**src/rtl/flappy_pkg.sv**
```systemverilog
// Shared game definitions: bird FSM encoding and default physics constants
// used by the motion, renderer and collision blocks.
package flappy_pkg;

  typedef enum logic [1:0] {
    IDLE    = 2'd0,
    FLYING  = 2'd1,
    CRASHED = 2'd2
  } bird_state_t;

  localparam int DEF_START_Y  = 60;
  localparam int DEF_GROUND_Y = 110;
  localparam int DEF_GRAVITY  = 1;
  localparam int DEF_FLAP_VEL = 6;
  localparam int DEF_MAX_FALL = 7;

endpackage

```
**src/rtl/bird_motion_controller_if.sv**
```systemverilog
// Control strobes in, bird kinematics out, between the game logic and the
// bird motion controller.
interface bird_motion_controller_if
  import flappy_pkg::*;
#(
  parameter int Y_WIDTH   = 7,
  parameter int VEL_WIDTH = 5
);
  // flapPulse, frameTick and restart are single-cycle strobes with no
  // back-pressure; pipeHit is a level. Outputs are registered in the slave.
  logic                        flapPulse;
  logic                        frameTick;
  logic                        pipeHit;
  logic                        restart;
  logic [Y_WIDTH-1:0]          birdY;
  logic signed [VEL_WIDTH-1:0] birdVel;
  logic                        flying;
  logic                        crashed;
  bird_state_t                 state;

  modport master (
    output flapPulse, frameTick, pipeHit, restart,
    input  birdY, birdVel, flying, crashed, state
  );

  modport slave (
    input  flapPulse, frameTick, pipeHit, restart,
    output birdY, birdVel, flying, crashed, state
  );

endinterface

```
**src/rtl/bird_motion_controller_physics_step.sv**
```systemverilog
// One physics step: flap impulse or saturating gravity, then ceiling clamp
// and ground detection on the resulting position.
module bird_physics_step #(
  parameter int Y_WIDTH   = 7,
  parameter int VEL_WIDTH = 5,
  parameter int GROUND_Y  = 110,
  parameter int GRAVITY   = 1,
  parameter int FLAP_VEL  = 6,
  parameter int MAX_FALL  = 7
) (
  input  logic [Y_WIDTH-1:0]          y,
  input  logic signed [VEL_WIDTH-1:0] vel,
  input  logic                        flap,
  output logic [Y_WIDTH-1:0]          next_y,
  output logic signed [VEL_WIDTH-1:0] next_vel,
  output logic                        hit_ground
);

  localparam int FW = VEL_WIDTH + 2;
  localparam int SW = Y_WIDTH + 2;

  localparam logic signed [FW-1:0]        GRAV_F   = FW'(GRAVITY);
  localparam logic signed [FW-1:0]        MAXF_F   = FW'(MAX_FALL);
  localparam logic signed [VEL_WIDTH-1:0] FLAP_V   = VEL_WIDTH'(-FLAP_VEL);
  localparam logic signed [SW-1:0]        GROUND_S = SW'(GROUND_Y);
  localparam logic [Y_WIDTH-1:0]          GROUND_W = Y_WIDTH'(GROUND_Y);

  logic signed [FW-1:0]        fall;
  logic signed [VEL_WIDTH-1:0] vel_new;
  logic signed [SW-1:0]        y_new;

  always_comb begin
    fall = FW'(vel) + GRAV_F;
    if (flap)
      vel_new = FLAP_V;
    else if (fall > MAXF_F)
      vel_new = VEL_WIDTH'(MAXF_F);
    else
      vel_new = VEL_WIDTH'(fall);

    // Position is evaluated two bits wider so both overshoots are visible.
    y_new = $signed({2'b00, y}) + SW'(vel_new);

    next_y     = y_new[Y_WIDTH-1:0];
    next_vel   = vel_new;
    hit_ground = 1'b0;
    if (y_new[SW-1]) begin
      next_y   = '0;
      next_vel = '0;
    end else if (y_new >= GROUND_S) begin
      next_y     = GROUND_W;
      next_vel   = '0;
      hit_ground = 1'b1;
    end
  end

endmodule

```
**src/rtl/bird_motion_controller.sv**
```systemverilog
// Bird vertical motion FSM: IDLE until the first flap, FLYING with per-frame
// physics, CRASHED on ground or pipe contact until restart.
module bird_motion_controller
  import flappy_pkg::*;
#(
  parameter int Y_WIDTH   = 7,
  parameter int VEL_WIDTH = 5,
  parameter int START_Y   = DEF_START_Y,
  parameter int GROUND_Y  = DEF_GROUND_Y,
  parameter int GRAVITY   = DEF_GRAVITY,
  parameter int FLAP_VEL  = DEF_FLAP_VEL,
  parameter int MAX_FALL  = DEF_MAX_FALL
) (
  input logic                     clk,
  input logic                     resetLow,
  bird_motion_controller_if.slave bus
);

  localparam logic [Y_WIDTH-1:0] START_W = Y_WIDTH'(START_Y);

  bird_state_t                 state_q, state_d;
  logic [Y_WIDTH-1:0]          y_q, y_d;
  logic signed [VEL_WIDTH-1:0] vel_q, vel_d;
  logic                        pending_q, pending_d;

  logic [Y_WIDTH-1:0]          step_y;
  logic signed [VEL_WIDTH-1:0] step_vel;
  logic                        step_hit;

  bird_physics_step #(
    .Y_WIDTH  (Y_WIDTH),
    .VEL_WIDTH(VEL_WIDTH),
    .GROUND_Y (GROUND_Y),
    .GRAVITY  (GRAVITY),
    .FLAP_VEL (FLAP_VEL),
    .MAX_FALL (MAX_FALL)
  ) u_step (
    .y         (y_q),
    .vel       (vel_q),
    .flap      (pending_q | bus.flapPulse),
    .next_y    (step_y),
    .next_vel  (step_vel),
    .hit_ground(step_hit)
  );

  always_ff @(posedge clk or negedge resetLow) begin
    if (!resetLow) begin
      state_q   <= IDLE;
      y_q       <= START_W;
      vel_q     <= '0;
      pending_q <= 1'b0;
    end else begin
      state_q   <= state_d;
      y_q       <= y_d;
      vel_q     <= vel_d;
      pending_q <= pending_d;
    end
  end

  always_comb begin
    state_d   = state_q;
    y_d       = y_q;
    vel_d     = vel_q;
    pending_d = pending_q;
    if (bus.restart) begin
      state_d   = IDLE;
      y_d       = START_W;
      vel_d     = '0;
      pending_d = 1'b0;
    end else begin
      case (state_q)
        IDLE: begin
          if (bus.flapPulse) begin
            state_d   = FLYING;
            pending_d = 1'b1;
          end
        end
        FLYING: begin
          // A pipe contact freezes the bird even when a tick coincides.
          if (bus.pipeHit) begin
            state_d = CRASHED;
          end else if (bus.frameTick) begin
            y_d       = step_y;
            vel_d     = step_vel;
            pending_d = 1'b0;
            if (step_hit) state_d = CRASHED;
          end else if (bus.flapPulse) begin
            pending_d = 1'b1;
          end
        end
        CRASHED: state_d = CRASHED;
        default: begin
          state_d   = IDLE;
          y_d       = START_W;
          vel_d     = '0;
          pending_d = 1'b0;
        end
      endcase
    end
  end

  assign bus.birdY   = y_q;
  assign bus.birdVel = vel_q;
  assign bus.flying  = (state_q == FLYING);
  assign bus.crashed = (state_q == CRASHED);
  assign bus.state   = state_q;

endmodule
```
**src/flat_wrapper.sv**
```systemverilog
// flat-port wrapper written by rule: the top's interface ports become plain ports
module bird_motion_controller_flat import flappy_pkg::*;
#(
  parameter int Y_WIDTH   = 7,
  parameter int VEL_WIDTH = 5,
  parameter int START_Y   = DEF_START_Y,
  parameter int GROUND_Y  = DEF_GROUND_Y,
  parameter int GRAVITY   = DEF_GRAVITY,
  parameter int FLAP_VEL  = DEF_FLAP_VEL,
  parameter int MAX_FALL  = DEF_MAX_FALL
)
  (clk, resetLow, bus_flapPulse, bus_frameTick, bus_pipeHit, bus_restart, bus_birdY, bus_birdVel, bus_flying, bus_crashed, bus_state);
  bird_motion_controller_if #(.Y_WIDTH(Y_WIDTH), .VEL_WIDTH(VEL_WIDTH)) bus_i ();
  input logic clk;
  input logic resetLow;
  input wire logic [$bits(bus_i.flapPulse)-1:0] bus_flapPulse;
  input wire logic [$bits(bus_i.frameTick)-1:0] bus_frameTick;
  input wire logic [$bits(bus_i.pipeHit)-1:0] bus_pipeHit;
  input wire logic [$bits(bus_i.restart)-1:0] bus_restart;
  output wire logic [$bits(bus_i.birdY)-1:0] bus_birdY;
  output wire logic [$bits(bus_i.birdVel)-1:0] bus_birdVel;
  output wire logic [$bits(bus_i.flying)-1:0] bus_flying;
  output wire logic [$bits(bus_i.crashed)-1:0] bus_crashed;
  output wire logic [$bits(bus_i.state)-1:0] bus_state;
  assign bus_i.flapPulse = bus_flapPulse;
  assign bus_i.frameTick = bus_frameTick;
  assign bus_i.pipeHit = bus_pipeHit;
  assign bus_i.restart = bus_restart;
  assign bus_birdY = bus_i.birdY;
  assign bus_birdVel = bus_i.birdVel;
  assign bus_flying = bus_i.flying;
  assign bus_crashed = bus_i.crashed;
  assign bus_state = bus_i.state;
  bird_motion_controller #(.Y_WIDTH(Y_WIDTH), .VEL_WIDTH(VEL_WIDTH), .START_Y(START_Y), .GROUND_Y(GROUND_Y), .GRAVITY(GRAVITY), .FLAP_VEL(FLAP_VEL), .MAX_FALL(MAX_FALL)) u_core (.clk(clk), .resetLow(resetLow), .bus(bus_i));
endmodule
```
**config.mk**
```make
export PLATFORM = sky130hd
export DESIGN_NAME = bird_motion_controller_flat
export DESIGN_NICKNAME = d
export VERILOG_FILES = /design/src/rtl/flappy_pkg.sv /design/src/rtl/bird_motion_controller_if.sv /design/src/rtl/bird_motion_controller_physics_step.sv /design/src/rtl/bird_motion_controller.sv /design/src/flat_wrapper.sv
export SDC_FILE = /design/constraint.sdc
export NUM_CORES = 1
export LEC_CHECK = 0
export CAP_MARGIN = 10
export CORE_MARGIN = 2
export CORE_UTILIZATION = 30
export DETAILED_ROUTE_END_ITERATION = 10
export HOLD_SLACK_MARGIN = 0.06
export PLACE_DENSITY = 0.48
export SYNTH_ARGS = -nofsm -noshare
export SYNTH_HDL_FRONTEND = slang
export SYNTH_SLANG_ARGS = --single-unit
```
**constraint.sdc**
```tcl
create_clock -name clk -period 3.9 [get_ports clk]
set_input_delay 0.39 -clock clk [delete_from_list [all_inputs] [get_ports clk]]
set_output_delay 0.39 -clock clk [all_outputs]
set_load 0.005 [all_outputs]
```
# ---- After elaboration in Yosys (flattened, before gate mapping)
# Cells that the tools add are included.
dict set report word_totals {
  reg_bits 15
  out_inout_bits 16
  word_cells 50
}
dict set report classes {
  add_sub_neg 2
  magnitude_cmp 2
  eq_ne 9
  muxes 27
  bitwise 1
  reduce_logical 5
}
# operator count
set ops {}
lappend ops {{5-bit two-way mux} 7}
lappend ops {{7-bit two-way mux} 5}
lappend ops {{7-bit one-hot mux with 2 select lines} 1}
lappend ops {{2-bit two-way mux} 5}
lappend ops {{5-bit one-hot mux with 2 select lines} 1}
lappend ops {{8-bit by 5-bit adder with 9-bit output} 1}
lappend ops {{9-bit by 8-bit greater-or-equal comparator with 1-bit output, second input constant} 1}
lappend ops {{3-bit inequality test, second input constant} 3}
lappend ops {{7-bit by 4-bit > comparator with 1-bit output, second input constant} 1}
lappend ops {{5-bit by 2-bit adder with 6-bit output, second input constant} 1}
lappend ops {{1-bit two-way mux} 6}
lappend ops {{2-bit one-hot mux with 3 select lines} 1}
lappend ops {{3-bit AND reduction} 2}
lappend ops {{4-bit by 3-bit inequality test with 1-bit output, second input constant} 1}
lappend ops {{4-bit inequality test, second input constant} 1}
lappend ops {{1-bit one-hot mux with 3 select lines} 1}
lappend ops {{2-bit by 1-bit equality test with 1-bit output, second input constant} 1}
lappend ops {{2-bit equality test, second input constant} 1}
lappend ops {{2-bit logical NOT} 1}
lappend ops {{2-bit by 1-bit inequality test with 1-bit output, second input constant} 1}
lappend ops {{2-bit inequality test, second input constant} 1}
lappend ops {{2-bit AND reduction} 1}
lappend ops {{2-bit OR reduction} 1}
lappend ops {{1-bit OR} 1}

# ---- Logic depth before layout (Yosys ltp)
# Gate-level depths: netlist (run 1).
dict set report depth {
  word_depth 13
  depth_mapped 17
  ltp_nobuf 15
}

# ---- Cells and area by module
# A second synthesis (run 1) with hierarchy kept.
dict set report hier_totals {
  cells_unflattened 172
  area_unflattened_um2 1541.5
}
# mod n_inst cells_per_inst area_per_inst_um2 seq_area_each_um2
set by_module_without_submodules {}
lappend by_module_without_submodules {bird_physics_step 1 111 792.0 0.0}
lappend by_module_without_submodules {bird_motion_controller 1 61 749.5 380.4}

# ---- Worst setup path after synthesis (run 1)
# OpenSTA, ideal clock, no wires.
dict set report synth_timing {
  path_type {flip-flop to flip-flop}
  from {register u_core.vel_q[1], in the netlist u_core.bus.birdVel[1]}
  to {register u_core.state_q[0], in the netlist u_core.bus.state[0]}
  arrival_time_ns 3.401
  required_time_ns 3.778
  setup_slack_ns 0.377
  stages_incl_launch_ff 17
  path_buffers 1
  synth_period_minus_slack_ns 3.523
  path_cell_list {dfrtp_1 > ha_1 > nor2b_1 > a21oi_1 > o21a_1 > a21oi_1 > ha_1 > fa_1 > buf_2 > nand4bb_1 > nor4_1 > a211oi_1 > a311oi_1 > a311oi_2 > o21ai_0 > and2_1 > a32o_1}
}
dict set report synth_via {
  elab_chain_len 10
}
# item line
set synth_rtl {}
lappend synth_rtl {{start, declared} bird_motion_controller.sv:23} ;# logic signed [VEL_WIDTH-1:0] vel_q, vel_d;
lappend synth_rtl {{start signal, assigned} bird_motion_controller.sv:55} ;# vel_q <= vel_d;
lappend synth_rtl {{5-bit by 2-bit adder with 6-bit output *} bird_motion_controller_physics_step.sv:33} ;# fall = FW'(vel) + GRAV_F;
lappend synth_rtl {{7-bit by 4-bit > comparator with 1-bit output} bird_motion_controller_physics_step.sv:36} ;# else if (fall > MAXF_F)
lappend synth_rtl {{5-bit two-way mux *} bird_motion_controller_physics_step.sv:36}
lappend synth_rtl {{5-bit two-way mux *} bird_motion_controller_physics_step.sv:34} ;# if (flap)
lappend synth_rtl {{8-bit by 5-bit adder with 9-bit output *} bird_motion_controller_physics_step.sv:42} ;# y_new = $signed({2'b00, y}) + SW'(vel_new);
lappend synth_rtl {{9-bit by 8-bit greater-or-equal comparator with 1-bit output} bird_motion_controller_physics_step.sv:50} ;# end else if (y_new >= GROUND_S) begin
lappend synth_rtl {{1-bit two-way mux} bird_motion_controller_physics_step.sv:50}
lappend synth_rtl {{1-bit two-way mux *} bird_motion_controller_physics_step.sv:47} ;# if (y_new[SW-1]) begin
lappend synth_rtl {{4-bit by 3-bit inequality test with 1-bit output (no line) *} --}
lappend synth_rtl {{3-bit AND reduction (no line) *} --}
lappend synth_rtl {{end signal, assigned} bird_motion_controller.sv:53} ;# state_q <= state_d;
lappend synth_rtl {{end, declared} bird_motion_controller.sv:21} ;# bird_state_t state_q, state_d;
# Mark *: on every way between the ends. The rest lies on a longest branch, timed or not.
# A chain may end at the register's enable or synchronous reset.

# ---- Worst setup path after layout (run 1)
dict set report layout_timing {
  from {register u_core.vel_q[1], in the netlist u_core.bus.birdVel[1]}
  to {register u_core.y_q[2], in the netlist u_core.bus.birdY[2]}
}
dict set report layout_via {
  elab_chain_len 12
}
# item line
set layout_rtl {}
lappend layout_rtl {{5-bit by 2-bit adder with 6-bit output *} bird_motion_controller_physics_step.sv:33}
lappend layout_rtl {{7-bit by 4-bit > comparator with 1-bit output} bird_motion_controller_physics_step.sv:36}
lappend layout_rtl {{5-bit two-way mux *} bird_motion_controller_physics_step.sv:36}
lappend layout_rtl {{5-bit two-way mux *} bird_motion_controller_physics_step.sv:34}
lappend layout_rtl {{8-bit by 5-bit adder with 9-bit output *} bird_motion_controller_physics_step.sv:42}
lappend layout_rtl {{9-bit by 8-bit greater-or-equal comparator with 1-bit output} bird_motion_controller_physics_step.sv:50}
lappend layout_rtl {{7-bit two-way mux} bird_motion_controller_physics_step.sv:50}
lappend layout_rtl {{7-bit two-way mux *} bird_motion_controller_physics_step.sv:47}
lappend layout_rtl {{7-bit two-way mux *} bird_motion_controller.sv:82} ;# end else if (bus.frameTick) begin
lappend layout_rtl {{7-bit two-way mux *} bird_motion_controller.sv:80} ;# if (bus.pipeHit) begin
lappend layout_rtl {{7-bit one-hot mux with 2 select lines *} bird_motion_controller.sv:71} ;# case (state_q)
lappend layout_rtl {{7-bit two-way mux *} bird_motion_controller.sv:65} ;# if (bus.restart) begin
lappend layout_rtl {{end signal, assigned} bird_motion_controller.sv:54} ;# y_q <= y_d;
lappend layout_rtl {{end, declared} bird_motion_controller.sv:22} ;# logic [Y_WIDTH-1:0] y_q, y_d;
# Mark *: on every way between the ends. The rest lies on a longest branch, timed or not. The select of a mux whose other input is x is not followed.

==> results.ini, run 1 <==
[outcome]
status=finished clean

[timing]
finalSetupTns_ps=0
slew_violations=0
relSlewSlack=0.499
hold_violations=0
tightest_slew_ps=749
setup_viol=0
post-route-min-period_ps=3600
finalClockSkew_ps=3.72
rsz0062_at_grt=no
fin_crit_sh=0.923
fmax_mhz=278

[die]
start_util=0.306
dieArea_um2=5710
pin_count=22
die_x_um=75.5
rows=26
coreArea_um2=5010
die_h_um=75.5

[placement]
port_buffers=21
gp_congestion=0.907
dp.cells=276
place_hpwl_mm=3.37
postPlaceCellArea_um2=1910

[synth]
synth.avg_cell_area_um2=8.77
yosysWarnings=0
synth_fp_nets=196
ys_seq_elements=15
synth_edf_count=0
synth_cells=175
synth_cell_type_count=61
ys.flop_type=dfrtp_1
seq_area_frac_synth=0.248
syn-cell-area_um2=1540
async_flop_share=1.00

[clock_network]
clock_latency_ps=250
htree_levels=1
root_buffer=clkbuf_8
clk_pin_slew_ps=60
clockBufferDepth=2
numClockSinks=15
post_cts_buffers=0
ctsHoldBuffers=0
cts_buffers=3
cts_tree=yes

[layout]
drive_above_1_share=0.162
diodes=0
fin_area_um2=1980
area_growth_pct=28.8
layout.nets=232
layout_common_cells=clkdlybuf4s50_1 (21), buf_4 (17), ha_1 (14)
nFillCells=539
final_common_cell=clkdlybuf4s50_1
final_cells=280

[routing]
num_vias=1522
totalWireLength_mm=4.34
ant_nets=0
drc=0
drtIter0Drc=61
vias_per_cell=5.44
drtPass1Iterations=4
wl_per_cell_um=15.5

[worst_setup_path]
slowest_stage=fa_1
worstSetupEndpointType=register
crit_arrival_ps=3770
worst-path-stages=16
worstPathMaxFanout=8
crit_buf_inv=2
r2r_cells=16
critical_path_class=register to register
worstPathRequired_ps=4070
start_kind=register
cpPeakStageDelay_ps=430
cpLargestDelayFamily=compound AO/OA/AOI/OAI gates
crit_chain=buf_4 -> nand3_1 -> o21ai_0 -> o21a_1 -> a21oi_1 -> ha_1 -> fa_1 -> nand4bb_1 -> nor4_1 -> a211oi_1 -> buf_4 -> a21oi_1 -> o311ai_2 -> o21a_1 -> nor4b_1 -> nor3_1

[worst_hold_path]
hold_class=register to register
worstHoldPathCells=2

[run]
cap_violations=0

[global_route]
grt_overflow=0
grt_usage=0.164
grt_max_degree=17
antenna_found_initial=0
grt_pass1_vias=1521
grt_pass1_wl_mm=7.23

[power_and_ir_drop]
worst_ir_drop_vdd_mv=0.229
p_per_area_nw_per_um2=458
p_leak_nw=0.811

-- path summary, 6_finish.rpt --
check                                                  start                              end  slack (ps)
setup / recovery           u_core.bus.birdVel[1]$_DFFE_PN0P_  u_core.bus.birdY[2]$_DFFE_PN1P_         300
hold / removal               u_core.bus.birdY[4]$_DFFE_PN1P_  u_core.bus.birdY[4]$_DFFE_PN1P_         520
setup reg to reg           u_core.bus.birdVel[1]$_DFFE_PN0P_  u_core.bus.birdY[2]$_DFFE_PN1P_         300
hold reg to reg              u_core.bus.birdY[4]$_DFFE_PN1P_  u_core.bus.birdY[4]$_DFFE_PN1P_         520
max in group asynchronous                           resetLow  u_core.bus.birdY[6]$_DFFE_PN0P_        2850
min in group asynchronous                           resetLow  u_core.bus.birdY[1]$_DFFE_PN0P_         580
-- area by class of cell --
class / instances / area [µm²] / share of cell area
well taps: 70 / 87.6 / 0.0443
flip-flops and latches: 15 / 380 / 0.192
inverters: 10 / 37.5 / 0.0190
repair buffers: 38 / 338 / 0.171
clock buffers: 4 / 45.0 / 0.0228
multi-input cells: 143 / 1090 / 0.551
-- worst register-to-register path, stage by stage, from the launching register on --
cell,delay (ps)
dfrtp_1,350
buf_4,150
nand3_1,130
o21ai_0,180
o21a_1,190
a21oi_1,100
ha_1,220
fa_1,430
nand4bb_1,150
nor4_1,60
a211oi_1,250
buf_4,190
a21oi_1,90
o311ai_2,330
o21a_1,340
nor4b_1,270
nor3_1,100
-- power by group --
group          leakage (nW)  internal (mW)  switching (mW)  total, mW
clock                0.0228         0.0724          0.0563      0.129
combinational         0.595          0.270           0.309      0.579
sequential            0.193          0.175          0.0236      0.199
-- cell usage after synthesis (all sizes together), types with 2 or more instances --
cell type	n	area share
ha	14	0.11
nand2	13	0.032
nor2	12	0.031
o21ai	12	0.039
dfrtp	11	0.18
inv	10	0.024
a21oi	8	0.026
nand3	7	0.023
a32o	6	0.039
buf	6	0.029
o21a	5	0.024
xnor2	5	0.029
a21o	4	0.020
dfstp	4	0.068
a31oi	3	0.016
and3	3	0.012
nor4b	3	0.017
o211ai	3	0.015
o311ai	3	0.022
a211oi	2	0.0098
a311oi	2	0.015
and2	2	0.0081
nand3b	2	0.0098
nor2b	2	0.0081
nor3	2	0.0065
o2111ai	2	0.011
o31a	2	0.011
xor2	2	0.011
-- what timing repair did --
item,4_1_cts,5_1_grt
resized for setup,0,3
endpoints found under the hold margin,0,0
setup endpoints to repair,0,2
-- routing by layer --
| metal | wire length [µm] | up-vias | global-route usage |
|---|---|---|---|
| met2 | 2200 | 47 | 0.285 |
| met5 | 0 | - | 0 |
| met4 | 14 | 0 | 0.0312 |
| met1 | 1900 | 739 | 0.207 |
| li1 | - | 734 | - |
| met3 | 227 | 2 | 0.0437 |
-- state kept, by name, indices dropped and copies added (netlist names) --
signal	count
u_core.bus.birdVel	5
u_core.bus.birdY	7
u_core.bus.state	2
u_core.pending_q	1
-- cell families after synthesis --
family	Yosys count	synth area share
AO/OA/AOI/OAI	63	0.318
XOR/XNOR	7	0.0399
adder cells (fa/ha/maj)	16	0.134
buffers and inverters	17	0.0562
flip-flops	15	0.248
multiplexers	1	0.00652
AND/OR/NAND/NOR	56	0.197
-- stage by stage --
| stage | hold WS (ps) | power [mW] | util | worst slack [ps] |
|---|---|---|---|---|
| global placement | 519 | 0.759 | 0.382 | 158 |
| floorplan | 94.4 | 0.563 | - | 377 |
| finish | 522 | 0.906 | 0.395 | 299 |
| global route | 537 | 0.986 | 0.395 | 12.9 |
| CTS | 525 | 0.894 | 0.391 | 282 |
| detailed placement | 514 | 0.758 | 0.382 | 106 |
Power figures use the tool's default switching activity.
==> run 2: changes to the inputs <==
SETUP_SLACK_MARGIN = 0.1   (was unset)
==> run 2 against run 1 <==
  * Global-route usage is the same
  * Total power is 0.84% higher
  * Flip-flop and latch count unchanged
  * Worst setup slack improved by 44 ps
==> results.ini, run 2 (synthesis results as in run 1) <==
[outcome]
status=finished clean

[layout]
final_common_cell=clkdlybuf4s50_1
layout.nets=232
area_growth_pct=29.1
diodes=0
regArea_um2=380
largest_register_ffs=7
nFillCells=539
fin_area_um2=1980
multiInputGateArea_um2=1090
layout_common_cells=clkdlybuf4s50_1 (21), buf_4 (17), ha_1 (14)
drive_above_1_share=0.171

[clock_network]
ctsHoldBuffers=0
post_cts_buffers=0
cts_buffers=3
cts_tree=yes
clock_latency_ps=250
htree_levels=1
numClockSinks=15
clk_pin_slew_ps=70
clockBufferDepth=2
ctsResizeCount=0
root_buffer=clkbuf_8

[routing]
drtPass1Iterations=4
wl_per_cell_um=15.7
vias_per_cell=5.48
totalWireLength_mm=4.39
num_vias=1535
drtIter0Drc=65
ant_nets=0
drc=0

[worst_setup_path]
worstReg2RegStart=u_core.bus.birdVel[0]$_DFFE_PN0P_
critical_path_class=register to register
slowest_stage=fa_1
startpoint=u_core.bus.birdVel[0]$_DFFE_PN0P_
worstPathMaxFanout=7
cpPeakStageDelay_ps=430
critPathCapture=u_core.bus.state[1]$_DFFE_PN0P_
worst-path-stages=16
crit_chain=buf_4 -> nand3_1 -> o21ai_0 -> o21a_1 -> a21oi_2 -> ha_1 -> fa_1 -> nand4bb_1 -> nor4_1 -> a211oi_1 -> buf_4 -> a311oi_2 -> a311oi_4 -> o21ai_0 -> and2_1 -> a32o_1
timing.rr.end=u_core.bus.state[1]$_DFFE_PN0P_
worstSetupEndpointType=register
crit_arrival_ps=3690
r2r_cells=16
worstPathRequired_ps=4040
crit_buf_inv=2
start_kind=register
regToRegSetupSlack_ps=340
cpLargestDelayFamily=compound AO/OA/AOI/OAI gates

[placement]
postPlaceCellArea_um2=1910
port_buffers=21
gp_congestion=0.907
place_hpwl_mm=3.37

[power_and_ir_drop]
netSwitchingFraction=0.431
worst_ir_drop_vdd_mv=0.230
power_frac_seq=0.218
p_leak_nw=0.811
p_int_mw=0.520
power_switching_mw=0.394
power_frac_clock=0.142
p_per_area_nw_per_um2=461
p_comb_frac=0.640

[run]
cap_violations=0

[timing]
slew_violations=0
fin_crit_sh=0.912
finalSetupTns_ps=0
hold_violations=0
post-route-min-period_ps=3560
tightest_slew_ps=751
setup_viol=0
finalClockSkew_ps=5.11
relSlewSlack=0.498
fmax_mhz=281
rsz0062_at_grt=yes

[worst_hold_path]
hold_class=register to register
hp-start=u_core.bus.birdY[4]$_DFFE_PN1P_

[global_route]
grt_pass1_vias=1521
grt_pass1_wl_mm=7.23
grt_overflow=0
grt_max_degree=17
grt_usage=0.164
antenna_found_initial=0

[die]
rows=26
die_h_um=75.5
dieArea_um2=5710
die_x_um=75.5
coreArea_um2=5010
pin_count=22
start_util=0.306

## run 2: how the worst min path moves through the flow
stage | end | cells after the start
after floorplan | u_core.bus.birdVel[0]$_DFFE_PN0P_ | 0
final | u_core.bus.birdY[4]$_DFFE_PN1P_ | 2
after detailed placement | u_core.bus.birdY[4]$_DFFE_PN1P_ | 2
after global routing | u_core.bus.birdY[4]$_DFFE_PN1P_ | 2
after CTS | u_core.bus.birdY[4]$_DFFE_PN1P_ | 2
after global placement | u_core.bus.birdY[4]$_DFFE_PN1P_ | 2
## run 2: power groups by stage
stage	clock (mW)	combinational, mW	sequential, mW
2_1_floorplan	0	0.369	0.194
3_3_place_gp	0	0.560	0.199
3_5_place_dp	0	0.557	0.201
4_1_cts	0.133	0.562	0.199
5_1_grt	0.145	0.642	0.202
6_report	0.130	0.584	0.199
## run 2: final cells by class
type,instances,share of cell area
Clock buffer,4,0.0227
Multi-Input combinational cell,143,0.552
Inverter,10,0.0189
Sequential cell,15,0.192
Timing Repair Buffer,38,0.170
Tap cell,70,0.0442
## run 2: through the flow
stage               std cells  hold slack, ps  utilization  total power, mW  setup WS [ps]
floorplan                 175            94.4            -            0.563            377
global placement          276             519        0.382            0.759            158
detailed placement        276             514        0.382            0.758            106
CTS                       280             525        0.391            0.894            282
global route              280             537        0.396            0.989           84.0
finish                    280             522        0.396            0.914            343
## run 2: tightest hold or removal path: stages (launching register included)
cell     delay [ps]
dfstp_2         380
nor2_1          100
nor2_1           40
## run 2: routing by layer
metal  vias to the layer above  global-route usage  share of wire
li1                        736                   -              -
met1                       747               0.207           0.43
met2                        48               0.285           0.50
met3                         4              0.0437          0.055
met4                         0              0.0312         0.0068
met5                         -                   0              0
==> run 3: changes to the inputs <==
CORE_UTILIZATION = 50   (was 30)
PLACE_DENSITY = 0.73   (was 0.48)
clock period = 3.3 ns   (was 3.9 ns; I/O delays follow)
==> run 3 against run 2 <==
  * The run now ends with negative setup slack left
  * Critical path depth unchanged
  * Combinational power increased by 55%
  * Critical path type unchanged
  * Critical endpoint is now u_core.bus.state[0]$_DFFE_PN0P_
  * Non-clock buffer count grew 27
==> results.ini, run 3 (synthesis results as in run 1) <==
[outcome]
status=finished, violations left
violations=negative setup slack

[die]
start_util=0.516
pin_count=22
rows=20
dieArea_um2=3530
die_h_um=59.4
coreArea_um2=2980
die_x_um=59.4

[worst_setup_path]
worstSetupEndpointType=register
timing.rr.end=u_core.bus.state[0]$_DFFE_PN0P_
r2r_cells=16
crit_buf_inv=1
cpLargestDelayFamily=compound AO/OA/AOI/OAI gates
worstPathRequired_ps=3500
worst-path-stages=16
worstReg2RegStart=u_core.bus.birdVel[0]$_DFFE_PN0P_
crit_arrival_ps=3610
crit_chain=ha_4 -> nor2b_1 -> a21oi_1 -> o21a_1 -> a21oi_2 -> ha_2 -> fa_2 -> nand4bb_1 -> nor4_2 -> a211oi_2 -> buf_4 -> and3_4 -> o311ai_4 -> o211ai_1 -> and2_4 -> a32o_1
worstPathMaxFanout=6
slowest_stage=dfrtp_2
start_kind=register
cpPeakStageDelay_ps=450
critical_path_class=register to register
regToRegSetupSlack_ps=-120

[power_and_ir_drop]
netSwitchingFraction=0.440
power_mw=1.26
p_leak_nw=0.965
p_comb_frac=0.721
power_switching_mw=0.553
p_int_mw=0.704
p_per_area_nw_per_um2=550
power_frac_seq=0.186
worst_ir_drop_vdd_mv=0.345
power_frac_clock=0.093

[clock_network]
cts_buffers=3
htree_levels=1
clock_latency_ps=300
root_buffer=clkbuf_4
numClockSinks=15
clockBufferDepth=2
clk_pin_slew_ps=100
cts_tree=yes

[global_route]
antenna_found_initial=0
grt_overflow=0
grt_pass1_wl_mm=7.37
grt_max_degree=17
grt_pass1_vias=1630
grt_usage=0.280

[timing]
relSlewSlack=0.523
hold_violations=0
setup_slack_ps=-117
post-route-min-period_ps=3420
fin_crit_sh=1.04
tightest_slew_ps=713
slew_violations=0
finalClockSkew_ps=5.82
whs_ps=442
rsz0062_at_grt=yes
fmax_mhz=293
setup_viol=8

[routing]
wl_per_cell_um=17.8
drc=0
drtIter0Drc=89
totalWireLength_mm=4.80
ant_nets=0
vias_per_cell=6.29
num_vias=1697
drtPass1Iterations=4

[layout]
area_growth_pct=49.0
largest_register_ffs=7
final_common_cell=buf_4
diodes=0
layout.nets=259
regArea_um2=383
drive_above_1_share=0.388
post-route-util=0.768
multiInputGateArea_um2=1250
nFillCells=221
final_cells=270
layout_common_cells=buf_4 (41), clkdlybuf4s50_1 (21), ha_1 (12)

[placement]
port_buffers=21
place_hpwl_mm=3.59
dp.cells=259
gp_congestion=0.937
dp_slack_ps=-240

[worst_hold_path]
hold_class=primary input to asynchronous set/reset pin

[run]
cap_violations=0

==> run 3: cell count changes in the layout (fill, tap and decap cells not counted), moves of 3 or more <==
| cell | previous run | this run |
|---|---|---|
| a21oi_1 | 7 | 4 |
| a21oi_2 | 1 | 4 |
| buf_4 | 17 | 41 |
| buf_6 | 0 | 3 |
| clkbuf_4 | 0 | 3 |
| clkbuf_8 | 3 | 0 |
| o21ai_0 | 9 | 6 |
==> run 3: power by group through the flow <==
| stage | sequential [mW] | clock, mW | combinational, mW |
|---|---|---|---|
| 3_3_place_gp | 0.234 | 0 | 0.716 |
| 4_1_cts | 0.233 | 0.114 | 0.785 |
| 3_5_place_dp | 0.236 | 0 | 0.738 |
| 2_1_floorplan | 0.230 | 0 | 0.438 |
| 5_1_grt | 0.239 | 0.124 | 0.968 |
| 6_report | 0.234 | 0.116 | 0.907 |
==> run 3: routing by layer <==
metal | GRT usage | vias up | share of wire | wire, µm
met5 | 0 | - | 0 | 0
met4 | 0.130 | 0 | 0.043 | 204
met3 | 0.0284 | 19 | 0.061 | 292
met2 | 0.454 | 75 | 0.47 | 2260
met1 | 0.371 | 810 | 0.42 | 2030
li1 | - | 793 | - | -
==> run 3: worst max path at each step <==
stage	start	slack, ps	endpoint
2_1_floorplan	u_core.bus.birdVel[0]$_DFFE_PN0P_	30	u_core.bus.state[0]$_DFFE_PN0P_
3_3_place_gp	bus_flapPulse	-170	u_core.bus.birdY[2]$_DFFE_PN1P_
3_5_place_dp	bus_flapPulse	-240	u_core.bus.birdY[2]$_DFFE_PN1P_
4_1_cts	u_core.bus.birdVel[0]$_DFFE_PN0P_	-40	u_core.bus.birdVel[3]$_DFFE_PN0P_
5_1_grt	u_core.bus.birdVel[0]$_DFFE_PN0P_	-330	u_core.bus.state[0]$_DFFE_PN0P_
6_report	u_core.bus.birdVel[0]$_DFFE_PN0P_	-120	u_core.bus.state[0]$_DFFE_PN0P_
==> run 3: timing repair <==
item	CTS	global route
buffers inserted	4	5
setup endpoints to repair	13	14
resized for setup	7	26
hold buffers	0	0
pin swaps	14	21
==> run 3: cell type report <==
class,count,area share
clock inverter,1,0.00219
tap,33,0.0181
multi-input combinational,143,0.545
timing repair buffer,65,0.241
sequential,15,0.167
inverter,10,0.0164
clock buffer,3,0.00985
==> run 3: metrics by stage <==
stage	area [µm²]	setup TNS, ps
2_1_floorplan	1580	0
3_5_place_dp	2040	-2200
6_report	2290	-609
4_1_cts	2130	-237
5_1_grt	2290	-3190
3_3_place_gp	2040	-1420
==> run 3: worst register-to-register path: cells and delay by family, from the launching register on <==
family	cells	cell delay [ps]
and+or+nand+nor	5	930
buffers and inverters	1	170
adders and majority gates	3	630
DFF	1	450
AOI/OAI and AO/OA	7	1150
